[config.mk]
export PLATFORM = sky130hd
export DESIGN_NAME = gigerx_fifo_rd_packer
export DESIGN_NICKNAME = d
export VERILOG_FILES = /design/src/rtl/gigerx_fifo_rd_packer.sv
export SDC_FILE = /design/constraint.sdc
export NUM_CORES = 1
export LEC_CHECK = 0
export BUFFER_PORTS_ARGS = -buffer_cell sky130_fd_sc_hd__buf_2
export CAP_MARGIN = 20
export CORE_ASPECT_RATIO = 1.5
export CORE_MARGIN = 2
export CORE_UTILIZATION = 50
export CTS_BUF_LIST = sky130_fd_sc_hd__clkbuf_8
export DETAILED_ROUTE_END_ITERATION = 16
export PLACE_DENSITY = 0.73
export SETUP_SLACK_MARGIN = 0.05
export SYNTH_ARGS = -nofsm -noshare
export SYNTH_HDL_FRONTEND = slang
export SYNTH_SLANG_ARGS = --single-unit
[constraint.sdc]
create_clock -name rdclk -period 2.88 [get_ports rdclk]
set_input_delay 0.576 -clock rdclk [delete_from_list [all_inputs] [get_ports rdclk]]
set_output_delay 0.576 -clock rdclk [all_outputs]
set_load 0.03 [all_outputs]
[src/rtl/gigerx_fifo_rd_packer.sv]
// Pops bytes from the gigabit RX FIFO (read-clock domain) and packs them little-endian
// into 32-bit words with byte enables, presented on a valid/ready interface.
module gigerx_fifo_rd_packer #(
  parameter int PTR   = 8,
  parameter int CNT_W = 16
) (
  input  logic             rdclk,
  input  logic             aclr,
  input  logic             fifo_empty,
  input  logic [7:0]       fifo_q,
  output logic             fifo_rdreq,
  input  logic             flush,
  output logic [31:0]      dout,
  output logic [3:0]       dout_be,
  output logic             dout_valid,
  input  logic             dout_ready,
  output logic [CNT_W-1:0] word_cnt
);

  // PTR only documents the source FIFO geometry; usedw is not consumed here.
  if (PTR < 1) begin : g_ptr_unused
  end

  logic [2:0]  idx_reg;
  logic        rd_pend_reg;
  logic        flush_pend_reg;
  logic [31:0] asm_reg;

  logic [2:0]  count;
  logic        slot_free;
  logic        full_now;
  logic        flush_load;
  logic        load;
  logic [31:0] merged;
  logic [31:0] load_word;
  logic [3:0]  load_be;

  // count includes the byte still in flight from the FIFO, so it never exceeds 4.
  assign count      = idx_reg + {2'b00, rd_pend_reg};
  assign slot_free  = !dout_valid || dout_ready;
  assign fifo_rdreq = !aclr && !fifo_empty && !flush_pend_reg && ((count < 3'd4) || slot_free);

  assign full_now   = (count == 3'd4);
  assign flush_load = flush_pend_reg && !rd_pend_reg && (idx_reg != 3'd0) && slot_free;
  assign load       = (full_now && slot_free) || flush_load;

  // Per lane: overlay the in-flight byte, then zero lanes beyond the fill level.
  genvar gi;
  generate
    for (gi = 0; gi < 4; gi++) begin : g_lane
      assign merged[8*gi +: 8]    = (rd_pend_reg && (idx_reg == 3'(gi))) ? fifo_q
                                                                         : asm_reg[8*gi +: 8];
      assign load_be[gi]          = (count > 3'(gi));
      assign load_word[8*gi +: 8] = load_be[gi] ? merged[8*gi +: 8] : 8'h00;
    end
  endgenerate

  always_ff @(posedge rdclk or posedge aclr) begin
    if (aclr) begin
      idx_reg        <= 3'd0;
      rd_pend_reg    <= 1'b0;
      flush_pend_reg <= 1'b0;
      asm_reg        <= 32'h0;
      dout           <= 32'h0;
      dout_be        <= 4'h0;
      dout_valid     <= 1'b0;
      word_cnt       <= '0;
    end else begin
      rd_pend_reg <= fifo_rdreq;

      if (rd_pend_reg) begin
        asm_reg <= merged;
      end

      if (load) begin
        idx_reg <= 3'd0;
      end else if (rd_pend_reg) begin
        idx_reg <= idx_reg + 3'd1;
      end

      // A flush arriving while one is pending is dropped on purpose.
      if (flush_pend_reg) begin
        if (!rd_pend_reg && ((idx_reg == 3'd0) || flush_load)) begin
          flush_pend_reg <= 1'b0;
        end
      end else if (flush) begin
        flush_pend_reg <= 1'b1;
      end

      if (load) begin
        dout       <= load_word;
        dout_be    <= load_be;
        dout_valid <= 1'b1;
      end else if (dout_ready) begin
        dout_valid <= 1'b0;
      end

      if (dout_valid && dout_ready) begin
        word_cnt <= word_cnt + 1'b1;
      end
    end
  end

endmodule

==> flow_summary.ini <==
[critical_path]
start_kind = flop
required_ns = 2.30
crit_arrival_ns = 2.12
endpoint_kind = output port
cp_max_fo = 10
path_class = reg2out

[timing]
tns_ns = 0
rsz0062_at_grt = false
fmax_ghz = 0.3709
tightest_slew_ns = 0.7314
slew_viol_final = 0
fin_crit_sh_pct = 93.61
setup_viol = 0
fin_skew_ns = 0.007205
max-slew-margin-rel_pct = 51.14
hold_viol = 0
period_needed_ns = 2.696

[placement]
gp_congestion = 0.7522
dp_hpwl_um = 5049
port_buffers = 66
placement.cell_area_mm2 = 0.004066

[clocking]
clk_pin_slew_ns = 0.09
cts_buffer_depth = 2
tritoncts = built
cts_hold_buf = 0
root_buffer = clkbuf_8
ctsResizeCount = 0
h-tree-depth = 3
cts_sinks = 90
worstSkewPairLatency_ns = 0.36
numCtsBuffers = 9
post_cts_buffers = 0

[route]
dr_total_vias = 2312
drt-vias-per-instance = 5.466
drtPass1Iterations = 4
drc = 0
wire_per_inst_um = 17.25
drt.antenna.violating_nets = 0
drt_iter0_markers = 153
routed_wl_um = 7295

[global_routing]
first_global_vias = 2284
overflow = 0
grt_usage_pct = 20.40
antenna_found_initial = 0
grt_pass1_wl_um = 11720
grt_max_degree = 37

[synthesis]
syn_avg_cell_area_um2 = 13.76
synth_area_mm2 = 0.003591
ys_seq_area_share_pct = 62.72
synthCells = 261
ys_warn_count = 0
synth_cell_types = 35
ys_ff_latch = 90
syn_nets = 282

[floorplan]
die_h_um = 107.8
initial_core_util_pct = 52.06
pin_count = 67
dieArea_mm2 = 0.007890
core_mm2 = 0.006898
rows = 37
die_w_um = 73.20

[cells_and_area]
post-route-cell-area_mm2 = 0.004308
final_cell_mix = dfrtp_1, buf_2, mux2_2, a22o_1, nand2_1
synthToLayoutAreaGrowth_pct = 19.97
diodes = 0
nets = 361
layout_commonest_cell = dfrtp_1
drive_gt1_share_pct = 34.49
finish.utilization_pct = 62.45

[hold_path]
worstHoldPathType = in2async

[power_and_ir_drop]
p_per_area_mw_per_mm2 = 1146
vdd_ir_drop_max_mv = 0.6274
p_leak_uw = 0.002211
total_power_uw = 4938

[outcome]
status = complete, no violations

[job]
drv_cap = 0
[path summary, 6_finish.rpt]
| check | start | end | slack (ns) | depth (start not counted) |
|---|---|---|---|---|
| max | idx_reg[0]$_DFFE_PP0P_ | fifo_rdreq | 0.18 | 5 |
| max in group asynchronous | aclr | dout[5]$_DFFE_PP0P_ | 1.81 | 3 |
| min | aclr | word_cnt[0]$_DFFE_PP0P_ | 0.35 | 2 |
| max reg2reg | idx_reg[0]$_DFFE_PP0P_ | dout[30]$_DFFE_PP0P_ | 0.39 | 7 |
| min in group rdclk | fifo_empty | rd_pend_reg$_DFF_PP0_ | 0.40 | 2 |
| min reg2reg | dout_be[2]$_DFFE_PP0P_ | dout_be[2]$_DFFE_PP0P_ | 0.48 | 1 |
[metrics by stage]
| stage | cells | hold slack, ns | setup WS (ns) |
|---|---|---|---|
| after global placement | 407 | 0.4562 | 0.5143 |
| after floorplan | 261 | 0.4508 | 0.4003 |
| final | 423 | 0.3497 | 0.1842 |
| after detailed placement | 407 | 0.4566 | 0.4445 |
| after CTS | 423 | 0.3512 | 0.1074 |
| after global routing | 423 | 0.3774 | 0.08280 |
[critical path, cell delays in order (launching register included)]
cell       delay [ns]
dfrtp_1          0.45
ha_1             0.22
ha_1             0.21
xor2_2           0.25
a2111oi_4        0.41
buf_4            0.22
[cell usage after synthesis, drive strengths merged]
cell     count  area share (%)
mux2i        9             2.5
dfrtp       90              63
a22o        20             4.9
xnor2       12             2.9
inv         13             1.4
o221ai       1            0.24
nand4b       1            0.24
nor2b        2            0.35
and3b        1            0.24
o2bb2ai      8             2.0
a211oi       1            0.21
and4         3            0.73
a221o        4             1.1
nand2b       3            0.52
and3         5            0.87
buf          5            0.87
nand2       13             1.4
o211a        1            0.28
a2111oi      1            0.24
o21ai        3            0.42
nor2         9            0.94
a21o         2            0.42
nand4        2            0.35
a21oi        3            0.42
ha           8             2.8
xor2         5             1.4
and2         2            0.35
nand3        7             1.1
clkbuf       1            0.10
nand3b       1            0.21
mux2        25             7.8
[power by group]
part           switching, µW  total (µW)  internal, µW
Clock                    460         958           497
Combinational           1220        1970           744
Sequential               256        2010          1760
Total                   1940        4940          3000
[per-layer routing]
metal  track usage (%)  wire length, µm  vias up
li1                  -                -     1093
met1             26.31             3098     1152
met2             31.08             3654       55
met3             5.993              355       12
met4             10.19              187        0
met5                 0                0        -
[logic make-up (layout without fill, tap and decap cells)]
kind of cell | count (synthesis) | count (layout) | share of synthesized area (%)
AOI/OAI and AO/OA | 44 | 44 | 10.17
xor gates and xnor gates | 17 | 17 | 4.355
adders and majority gates | 8 | 8 | 2.788
buffers and inverters | 19 | 103 | 2.334
DFF | 90 | 90 | 62.72
muxes | 34 | 34 | 10.35
and+or+nand+nor | 49 | 49 | 7.282
[layout make-up]
| class | count | area (µm²) |
|---|---|---|
| Fill cell | 544 | 2590 |
| Clock buffer | 9 | 123.9 |
| Inverter | 13 | 52.55 |
| Timing Repair Buffer | 74 | 405.4 |
| Sequential cell | 90 | 2252 |
| Multi-Input combinational cell | 152 | 1274 |
| Tap cell | 78 | 97.59 |
| Clock inverter | 7 | 102.6 |
Note: power is estimated with default switching activity, not from simulation.
